==> config.mk <==
export PLATFORM = sky130hd
export DESIGN_NAME = mem_ctrl
export DESIGN_NICKNAME = d
export VERILOG_FILES = /design/src/rtl/mem_ctrl_pkg.sv /design/src/rtl/mem_ctrl.sv
export SDC_FILE = /design/constraint.sdc
export NUM_CORES = 1
export LEC_CHECK = 0
export ABC_AREA = 1
export CAP_MARGIN = 20
export CORE_MARGIN = 2
export CORE_UTILIZATION = 35
export CTS_CLUSTER_DIAMETER = 30
export DETAILED_ROUTE_END_ITERATION = 8
export DONT_BUFFER_PORTS = 1
export PLACE_DENSITY = 0.47
export SETUP_SLACK_MARGIN = 0.3
export SLEW_MARGIN = 20
export SYNTH_ARGS = -nofsm -noshare
export SYNTH_HDL_FRONTEND = slang
export SYNTH_SLANG_ARGS = --single-unit
==> constraint.sdc <==
create_clock -name clk -period 2 [get_ports clk]
set_input_delay 0.3 -clock clk [delete_from_list [all_inputs] [get_ports clk]]
set_output_delay 0.3 -clock clk [all_outputs]
set_load 0.005 [all_outputs]
==> src/rtl/mem_ctrl_pkg.sv <==
// Shared definitions for the byte-serial memory controller: widths,
// request encodings, access-size codes and FSM state types.
package mem_ctrl_pkg;

  localparam int unsigned Funct3Len = 3;
  localparam int unsigned RegLen    = 32;
  localparam int unsigned AddrLen   = 32;

  localparam logic Read    = 1'b0;
  localparam logic Write   = 1'b1;
  localparam logic Enable  = 1'b1;
  localparam logic Disable = 1'b0;

  localparam logic [RegLen-1:0] ZERO_WORD = '0;

  localparam logic [1:0] SizeByte = 2'b00;
  localparam logic [1:0] SizeHalf = 2'b01;
  localparam logic [1:0] SizeWord = 2'b10;

  typedef enum logic [1:0] {
    IDLE,
    READ,
    WRITE,
    DONE
  } state_t;

  typedef enum logic {
    OWN_MEM,
    OWN_IF
  } owner_t;

  // Number of RAM byte cycles for a given access size; code 11 behaves as word.
  function automatic logic [2:0] access_len(input logic [1:0] size);
    case (size)
      SizeByte: access_len = 3'd1;
      SizeHalf: access_len = 3'd2;
      SizeWord: access_len = 3'd4;
      default:  access_len = 3'd4;
    endcase
  endfunction

endpackage

==> src/rtl/mem_ctrl.sv <==
// Memory controller arbitrating instruction fetch and load/store traffic
// onto a byte-wide RAM. Each access is split into byte-serial RAM cycles;
// completion is reported with one-cycle pulses.
module mem_ctrl
  import mem_ctrl_pkg::*;
#(
  parameter int unsigned ADDR_W = AddrLen,
  parameter int unsigned DATA_W = RegLen
) (
  input  logic                 clk,
  input  logic                 rst_n,
  input  logic                 wr_enable_i,
  input  logic                 wr_i,
  input  logic [Funct3Len-1:0] funct3_i,
  input  logic [ADDR_W-1:0]    mem_addr_i,
  input  logic [DATA_W-1:0]    store_data_i,
  output logic                 load_store_ready_o,
  output logic                 memctrl_off_o,
  output logic [DATA_W-1:0]    load_data_o,
  input  logic                 if_req_i,
  input  logic [ADDR_W-1:0]    pc_i,
  input  logic                 if_flush_i,
  output logic                 inst_ready_o,
  output logic [DATA_W-1:0]    inst_o,
  input  logic [7:0]           ram_din_i,
  output logic [7:0]           ram_dout_o,
  output logic [ADDR_W-1:0]    ram_addr_o,
  output logic                 ram_wr_o
);

  state_t              state_q, state_d;
  owner_t              owner_q;
  logic [2:0]          cnt_q;
  logic [2:0]          len_q;
  logic [ADDR_W-1:0]   base_q;
  logic [DATA_W-1:0]   wdata_q;
  logic [DATA_W-1:0]   lanes_q;
  logic                accept_mem;
  logic                accept_if;
  logic                flush_if;
  logic [1:0]          lane_idx;
  logic                unused_f3;

  // Only the low two funct3 bits select the access size.
  assign unused_f3 = funct3_i[2];

  // Request qualification: MEM wins over IF in IDLE; flush only touches fetches.
  always_comb begin
    accept_mem = (state_q == IDLE) && (wr_enable_i == Enable);
    accept_if  = (state_q == IDLE) && !accept_mem && if_req_i && !if_flush_i;
    flush_if   = (owner_q == OWN_IF) && if_flush_i &&
                 ((state_q == READ) || (state_q == DONE));
    // In READ, cnt=k (k>=1) is the cycle in which byte k-1 is on ram_din_i.
    lane_idx   = cnt_q[1:0] - 2'd1;
  end

  // State register.
  always_ff @(posedge clk) begin
    if (!rst_n) begin
      state_q <= IDLE;
    end else begin
      state_q <= state_d;
    end
  end

  // Next-state logic.
  always_comb begin
    state_d = state_q;
    unique case (state_q)
      IDLE: begin
        if (accept_mem) begin
          state_d = (wr_i == Write) ? WRITE : READ;
        end else if (accept_if) begin
          state_d = READ;
        end
      end
      READ: begin
        if (flush_if) begin
          state_d = IDLE;
        end else if (cnt_q == len_q) begin
          state_d = DONE;
        end
      end
      WRITE: begin
        if (cnt_q == len_q - 3'd1) begin
          state_d = DONE;
        end
      end
      DONE:    state_d = IDLE;
      default: state_d = IDLE;
    endcase
  end

  // Transaction latches, byte counter and read lane capture.
  always_ff @(posedge clk) begin
    if (!rst_n) begin
      owner_q <= OWN_MEM;
      cnt_q   <= '0;
      len_q   <= '0;
      base_q  <= '0;
      wdata_q <= '0;
      lanes_q <= ZERO_WORD;
    end else begin
      unique case (state_q)
        IDLE: begin
          cnt_q <= '0;
          if (accept_mem) begin
            owner_q <= OWN_MEM;
            len_q   <= access_len(funct3_i[1:0]);
            base_q  <= mem_addr_i;
            wdata_q <= store_data_i;
            lanes_q <= ZERO_WORD;
          end else if (accept_if) begin
            owner_q <= OWN_IF;
            len_q   <= 3'd4;
            base_q  <= pc_i;
            lanes_q <= ZERO_WORD;
          end
        end
        READ: begin
          if (flush_if) begin
            lanes_q <= ZERO_WORD;
          end else begin
            cnt_q <= cnt_q + 3'd1;
            if (cnt_q != 3'd0) begin
              lanes_q[{lane_idx, 3'b000} +: 8] <= ram_din_i;
            end
          end
        end
        WRITE:   cnt_q <= cnt_q + 3'd1;
        default: ;
      endcase
    end
  end

  // Outputs decoded from state; idle values are all zero.
  always_comb begin
    ram_addr_o         = '0;
    ram_wr_o           = Disable;
    ram_dout_o         = '0;
    load_store_ready_o = Disable;
    memctrl_off_o      = Disable;
    load_data_o        = '0;
    inst_ready_o       = Disable;
    inst_o             = '0;
    unique case (state_q)
      READ: begin
        // The final READ cycle only captures the last byte; no address is issued.
        if (cnt_q < len_q) begin
          ram_addr_o = base_q + ADDR_W'(cnt_q);
        end
      end
      WRITE: begin
        ram_wr_o   = Enable;
        ram_addr_o = base_q + ADDR_W'(cnt_q);
        ram_dout_o = wdata_q[{cnt_q[1:0], 3'b000} +: 8];
      end
      DONE: begin
        if (owner_q == OWN_MEM) begin
          load_store_ready_o = Enable;
          memctrl_off_o      = Enable;
          load_data_o        = lanes_q;
        end else if (!if_flush_i) begin
          // A flush arriving in the completion cycle cancels the fetch pulse.
          inst_ready_o = Enable;
          inst_o       = lanes_q;
        end
      end
      default: ;
    endcase
  end

endmodule

After elaboration in Yosys (flattened, before gate mapping)
Cells that the tools add are included.
{"block": "word_totals", "in_bits": 113, "out_inout_bits": 108, "romBits": 0, "word_cells": 83, "latch_bits": 0, "reg_bits": 105, "ramBits": 0, "memories": 0}
{"block": "op_classes", "n_div": 0, "n_mux": 36, "shifts": 3, "n_eq_ne": 11, "bitwise": 0, "magnitude_cmp": 1, "n_addsub": 5, "n_mul": 0, "reduce_logical": 20}
{"cell": "$mux W32", "n": 12}
{"cell": "$pmux W32 S2", "n": 2}
{"cell": "$add A32 B3 Y32", "n": 1}
{"cell": "$bwmux W32", "n": 1}
{"cell": "$shift A8 B7 Y32 const A", "n": 1}
{"cell": "$shiftx A32 B6 Y8", "n": 1}
{"cell": "$shiftx A8 B7 Y32", "n": 1}
{"cell": "$mux W2", "n": 6}
{"cell": "$mux W3", "n": 3}
{"cell": "$pmux W3 S3", "n": 1}
{"cell": "$mux W1", "n": 8}
{"cell": "$mux W8", "n": 1}
{"cell": "$pmux W2 S4", "n": 1}
{"cell": "$neg A5 Y7", "n": 1}
{"cell": "$eq A3 B3 Y1", "n": 2}
{"cell": "$logic_and A1 B1 Y1", "n": 6}
{"cell": "$ne A3 B2 Y1 const B", "n": 2}
{"cell": "$pmux W3 S2", "n": 1}
{"cell": "$reduce_and A2 Y1", "n": 3}
{"cell": "$reduce_and A3 Y1", "n": 2}
{"cell": "$reduce_bool A3 Y1", "n": 2}
{"cell": "$eq A2 B1 Y1 const B", "n": 2}
{"cell": "$eq A2 B2 Y1 const B", "n": 2}
{"cell": "$logic_not A2 Y1", "n": 2}
{"cell": "9 further kinds", "n": 12}

Depth between registers and ports, before layout
Gate-level depths: netlist of the first run.
{"block": "logic_depth", "depth_word": 9, "mapped_depth": 14, "ltp_nobuf": 12}

Worst setup path before layout of the first run
Ideal clock, no wire load.
{"block": "synth_path", "path_kind": "flip-flop to output port", "startpoint": "register cnt_q[0]", "endpoint": "output port ram_addr_o[24]", "required_time_ns": 1.700, "stages_incl_launch_ff": 11, "path_buffers": 4, "arrival_time_ns": 1.899, "path_slack_ns": -0.199, "cell_sequence": "dfxtp_1 buf_2 inv_1 buf_2 clkbuf_1 ha_1 o211ai_1 a21oi_1 buf_2 o21ai_0 nor2_1"}
{"block": "synth_via", "elab_chain_len": 3, "elab_cells_between_ends": 4, "classes_between": "add/sub: 1; order compare: 1; mux: 2"}
{"element": "from (decl)", "line": "mem_ctrl.sv:33", "text": "logic [2:0] cnt_q;"}
{"element": "from (signal assigned)", "line": "mem_ctrl.sv:124", "text": "cnt_q <= cnt_q + 3'd1;"}
{"element": "from (signal assigned)", "line": "mem_ctrl.sv:130", "text": "WRITE: cnt_q <= cnt_q + 3'd1;"}
{"element": "$add A32 B3 Y32 / $lt A3 B3 Y1 (equally long branches)", "line": "mem_ctrl.sv:150, mem_ctrl.sv:155, mem_ctrl.sv:149"}
{"element": "$mux W32", "line": "mem_ctrl.sv:149", "text": "if (cnt_q < len_q) begin"}
{"element": "$pmux W32 S2 (*)", "line": "mem_ctrl.sv:146", "text": "unique case (state_q)"}
{"element": "to (decl)", "line": "mem_ctrl.sv:27", "text": "output logic [ADDR_W-1:0] ram_addr_o,"}
Every way passes the cells marked *; elsewhere a longest branch is shown, timed or not.

Final worst setup path of the first run
Ends and elaborated chain as after synthesis.

==> impl_metrics.csv, run 1 <==
group,metric,value,unit
global_routing,grt_pass1_wl,35160,µm
logic_synthesis,syn_area,6485,µm²
run_status,outcome,"finished, violations left",
logic_synthesis,syn-num-nets,1225,
power_and_ir_drop,combPwrFrac,0.614,
drt,ant_nets,0,
power_and_ir_drop,power_frac_clock,0.139,
logic_synthesis,avgSynthCellArea,5.939,µm²
place,dp_hpwl,14340,µm
floorplanning,start_util,0.3586,
global_routing,grt_usage,0.2252,
critical_path,cp.arrival,1980,ps
layout,final_cell_mix,"nor2_1 (214), nand2_1 (191), dfxtp_1 (93)",
global_routing,grt_pass1_vias,6515,
timing,setup_viol_count_final,42,
power_and_ir_drop,seqPwrFrac,0.247,
clocking,cts_hold_buf,0,
logic_synthesis,ys_dominant_reg_cell,"dfxtp_1",
clocking,clk_transition_reported_paths,80,ps
logic_synthesis,synth_top_area_cell,"dfxtp_1",
logic_synthesis,synth_edf_count,0,
power_and_ir_drop,leakage,3.678,nW
floorplanning,core.rowCount,49,
power_and_ir_drop,power_density,1395,nW/µm²
logic_synthesis,synth_top_area_frac,0.3241,
power_and_ir_drop,intPower,0.007247,W
critical_path,slowest_delay,360,ps
timing,rsz0062_at_grt,"yes",
place,gp_congestion,0.8078,
timing,fin_ws,-277.7,ps
drt,first_iter_violations,293,
place,placed_cells,1304,
layout,finalNonFillerCells,1390,
clocking,cts_made_buffers,9,
clocking,clock-sinks,105,
clocking,htree_levels,3,
critical_path,critPathKind,"reg -> out",
layout,diodes,0,
critical_path,worstPathCellList,"buf_4 -> buf_12 -> clkinv_8 -> ha_4 -> o211ai_1 -> a21oi_2 -> buf_6 -> buf_12 -> o21ai_2 -> nor2_2",
layout,mostFrequentLayoutCell,"nor2_1",
timing,post-route-period-util,1.139,
critical_path,required,1700,ps
timing,slew_violations,0,
place,numPortBuffers,0,
drt,routed_wl,24540,µm
timing,timing.slew.headroom,0.6901,
layout,fin_nets,1289,
logic_synthesis,netlist_instances,1092,
run,maxCapViolCount,0,
timing,skew,6.848,ps
critical_path,critPathLaunchType,"flop",
logic_synthesis,synth_area_leaders,"dfxtp_1 (32%), nor2_1 (20%), nand2_1 (14%)",
logic_synthesis,ys_warn_count,0,
drt,post_drt_wl_per_cell,17.66,µm
drt,drc,16,
global_routing,overflow,0,
logic_synthesis,synth.distinct_cells,36,
logic_synthesis,synth-xor-area-share,0.006753,
logic_synthesis,synth-seq-cells,105,
floorplanning,die_area,19630,µm²
critical_path,path_delay_family,"buffers and inverters",
layout,areaGrowthSynthToFinish,51.57,%
critical_path,crit_path_max_fanout,6,
drt,dr.pass1.iters,8,
drt,via_per_inst,5.127,
timing,hold_violations,0,
logic_synthesis,synthAdderAreaFrac,0.03975,
critical_path,cp_num_buf_inv,5,
critical_path,end_kind,"output port",
clocking,cts_tree,"yes",
logic_synthesis,synth_top_family_by_area,"simple AND/OR/NAND/NOR gates",
timing,setup_tns,-6463,ps
power_and_ir_drop,switching_power,0.006463,W
run_status,violations,"design-rule violations, negative setup slack",
timing,max_freq,439.0,MHz
layout,drive_gt1_frac,0.3488,
worst_hold_path,min_path_type,"in -> reg",
floorplanning,die_h,140.1,µm
power_and_ir_drop,p_sw_frac,0.4714,
logic_synthesis,synth_compound_area_frac,0.1266,
critical_path,cp_common_cell,"buf_12",
logic_synthesis,synthMuxAreaShare,0,
clocking,max-clock-path-buffers,2,
clocking,insertion_delay,360,ps
critical_path,slowest_stage,"dfxtp_4",
floorplanning,io-pin-count,221,
logic_synthesis,ys_seq_area_frac,0.3241,
clocking,cts_root_buf,"clkbuf_16",
drt,vias,7127,
place,dp_slack,-35.70,ps
global_routing,antenna_found_initial,0,
timing,worst_slew_pin_slew,463.2,ps
global_routing,grt_start_max_net_pins,101,
floorplanning,dieWidth,140.1,µm
logic_synthesis,async_reset_ff_frac,0,
logic_synthesis,synth_simple_gate_area_share,0.4098,
power_and_ir_drop,vdd_drop_max,605.3,µV
floorplanning,core_area,18090,µm²
timing,finalCriticalPeriod,2278,ps
## registers in the layout (all words and copies together) (netlist names)
name and flops:
base_q 32, lanes_q 32, wdata_q 32, cnt_q 3, len_q 3, state_q 2, owner_q 1
## per-layer routing
layer	up-vias	part of all wire	GRT usage
li1	3595	-	-
met1	3307	0.42	0.2706
met2	190	0.50	0.3990
met3	35	0.060	0.05709
met4	0	0.021	0.06326
met5	-	0	0
## stage by stage
step	hold WS (ps)	utilization	total power, W	instance area, µm²
2_1_floorplan	439.0	-	0.007162	6706
3_3_place_gp	435.9	0.3875	0.008291	7009
3_5_place_dp	432.9	0.3875	0.008301	7009
4_1_cts	44.28	0.4840	0.01175	8753
5_1_grt	52.40	0.5435	0.01477	9829
6_report	72.37	0.5435	0.01371	9829
## cells in the mapped netlist, types with 3 or more instances
cell      count
ha_1         19
clkbuf_1     34
dfxtp_1     105
buf_2        15
nand3b_1      3
a21oi_1      27
inv_1        93
nand2_1     241
nand3_2       3
xnor2_1       3
o21ai_0      85
nor3_1       11
a31oi_1      33
nand3_1      36
or2_2         4
nand4_1      12
nor2_1      343
## cell families after synthesis
kind of cell | count (synthesis)
flip-flops | 105
AO/OA/AOI/OAI | 151
XOR/XNOR | 5
adder cells (fa/ha/maj) | 20
AND/OR/NAND/NOR | 661
buffers and inverters | 150
## final timing paths
| kind | cells past startpoint | endpoint | slack [ps] | from |
|---|---|---|---|---|
| worst max-delay path | 10 | ram_addr_o[24] | -280 | cnt_q[0] |
| worst min-delay path | 2 | lanes_q[31] | 70 | rst_n |
| worst max register to register | 14 | lanes_q[5] | 50 | cnt_q[0] |
| worst min register to register | 2 | len_q[1] | 470 | len_q[1] |
## layout make-up
class	instances	area, µm²
Inverter	96	401.6
Clock inverter	6	76.32
Clock buffer	10	229.0
Tap cell	229	286.5
Multi-Input combinational cell	841	5311
Fill cell	1793	8257
Timing Repair Buffer	103	1398
Sequential cell	105	2127
## what timing repair did
action / in CTS / in global routing
gates resized for setup: 271 / 185
pin swaps: 27 / 44
setup buffers: 24 / 25
hold endpoints to repair: 0 / 0
cloned: 11 / 10
setup endpoints to repair: 178 / 179
## power groups by stage
stage	combinational, W	clock [W]	sequential (W)
after floorplan	0.00396	0	0.00321
after global placement	0.00497	0	0.00332
after detailed placement	0.00497	0	0.00333
after CTS	0.00644	0.00197	0.00335
after global routing	0.00926	0.00203	0.00348
final	0.00842	0.00191	0.00338
No activity file was read; power rests on OpenSTA's default activity.
==> inputs of run 2 (changes only) <==
--- a/config.mk
+++ b/config.mk
@@ -9,6 +9,7 @@
 export CAP_MARGIN = 20
 export CORE_MARGIN = 2
 export CORE_UTILIZATION = 35
+export CTS_BUF_LIST = sky130_fd_sc_hd__clkbuf_2
 export CTS_CLUSTER_DIAMETER = 30
 export DETAILED_ROUTE_END_ITERATION = 8
 export DONT_BUFFER_PORTS = 1
==> impl_metrics.csv, run 2 (synthesis gave the netlist of run 1 again) <==
group,metric,value,unit
timing,skew,14.00,ps
drt,drc,16,
layout,mostFrequentLayoutCell,"nor2_1",
global_routing,overflow,0,
place,numPortBuffers,0,
clocking,cts_tree,"yes",
timing,rsz0062_at_grt,"yes",
clocking,cts_made_buffers,9,
timing,worst_slew_pin_slew,394.6,ps
drt,vias,7639,
run,maxCapViolCount,0,
critical_path,crit_path_max_fanout,11,
global_routing,grt_pass1_vias,7084,
drt,via_per_inst,5.099,
timing,setup_viol_count_final,107,
timing,finalCriticalPeriod,2676,ps
clocking,cts_root_buf,"clkbuf_2",
floorplanning,core.rowCount,49,
drt,dr.pass1.iters,9,
run_status,violations,"design-rule violations, negative setup slack",
timing,timing.slew.headroom,0.7369,
worst_hold_path,min_path_type,"in -> reg",
layout,post-route-util,0.5850,
clocking,clk_transition_reported_paths,300,ps
floorplanning,dieWidth,140.1,µm
drt,routed_wl,25030,µm
power_and_ir_drop,power_density,1196,nW/µm²
floorplanning,core_area,18090,µm²
critical_path,end_kind,"output port",
timing,fin_ws,-675.8,ps
global_routing,grt_usage,0.2358,
drt,ant_nets,0,
global_routing,grt_start_max_net_pins,101,
global_routing,antenna_found_initial,2,
floorplanning,die_area,19630,µm²
place,dp_slack,-35.70,ps
place,gp_congestion,0.8078,
layout,areaGrowthSynthToFinish,63.15,%
global_routing,grt_pass1_wl,37150,µm
floorplanning,die_h,140.1,µm
timing,setup_tns,-43870,ps
run_status,outcome,"finished, violations left",
floorplanning,io-pin-count,221,
timing,post-route-period-util,1.338,
layout,reg.largest.list,"base_q: 32 flops, lanes_q: 32 flops, wdata_q: 32 flops",
clocking,clock-sinks,105,
timing,slew_violations,0,
layout,n_fill_cell,1706,
clocking,htree_levels,3,
drt,post_drt_wl_per_cell,16.71,µm
critical_path,critPathLaunchType,"flop",
clocking,max-clock-path-buffers,2,
timing,holdWs,97.40,ps
layout,fin_nets,1395,
place,dp_hpwl,14340,µm
critical_path,cp.arrival,2380,ps
layout,final_cell_mix,"nor2_1 (216), nand2_1 (212), dlygate4sd3_1 (110)",
timing,hold_violations,0,
layout,drive_gt1_frac,0.3023,
floorplanning,start_util,0.3586,
critical_path,critPathKind,"reg -> out",
power_and_ir_drop,leakage,3.970,nW
clocking,insertion_delay,640,ps
power_and_ir_drop,vdd_drop_max,548.3,µV
power_and_ir_drop,power.total,0.01265,W
timing,max_freq,373.7,MHz
drt,first_iter_violations,383,
critical_path,required,1700,ps
[run 2: changes by cell type in the layout (fill, tap and decap cells not counted), sizes merged]
cell,previous run,this run
dlygate4sd3,0,110
buf,97,93
inv,96,95
diode,0,2
clkinv,3,4
[run 2: critical path: stages, from the launching register on]
cell and delay, ps:
dfxtp_4 430, buf_4 110, buf_12 110, clkinv_8 60, ha_4 150, o211ai_1 260
a21oi_2 120, buf_4 170, clkbuf_16 170, nand2_1 110, nor2_4 50
[run 2: cell type report]
| type | instances | area (µm²) | area share |
|---|---|---|---|
| clock inverter | 6 | 76.32 | 0.007214 |
| inverter | 96 | 410.4 | 0.03879 |
| timing repair buffer | 209 | 2417 | 0.2285 |
| antenna | 2 | 5.005 | 0.0004730 |
| multi-input combinational | 841 | 5197 | 0.4913 |
| tap | 229 | 286.5 | 0.02708 |
| sequential | 105 | 2137 | 0.2020 |
| clock buffer | 10 | 50.05 | 0.004730 |
[run 2: routing by layer]
metal | vias to the layer above | part of all wire | GRT usage
met5 | - | 0 | 0
met4 | 0 | 0.033 | 0.07974
met3 | 53 | 0.061 | 0.05231
met2 | 258 | 0.50 | 0.4151
met1 | 3523 | 0.40 | 0.2848
li1 | 3805 | - | -
[run 2: power breakdown]
group	switching, W	internal [W]
logic	0.00487	0.00324
registers	0.000552	0.00284
clock network	0.000832	0.000315
total	0.00626	0.00640
[run 2: per-stage QoR]
step / std cells / cell area (µm²)
floorplan: 1092 / 6706
global placement: 1304 / 7009
detailed placement: 1304 / 7009
CTS: 1462 / 9508
global route: 1498 / 10580
finish: 1498 / 10580
[run 2: worst paths after layout]
check | start | end | slack (ps) | depth (start not counted)
setup / recovery | cnt_q[0] | ram_addr_o[30] | -680 | 10
hold / removal | if_req_i | owner_q | 100 | 4
setup reg to reg | cnt_q[0] | lanes_q[12] | 40 | 10
hold reg to reg | len_q[1] | len_q[1] | 490 | 2
[run 2: repair_timing]
item                                   in CTS  in global routing
gates resized for setup                   242                186
buffers inserted                           21                 26
endpoints found under the hold margin     105                  0
cloned                                     10                  8
setup endpoints to repair                 197                181
pin swaps                                  30                 75
hold buffers                              111                  0
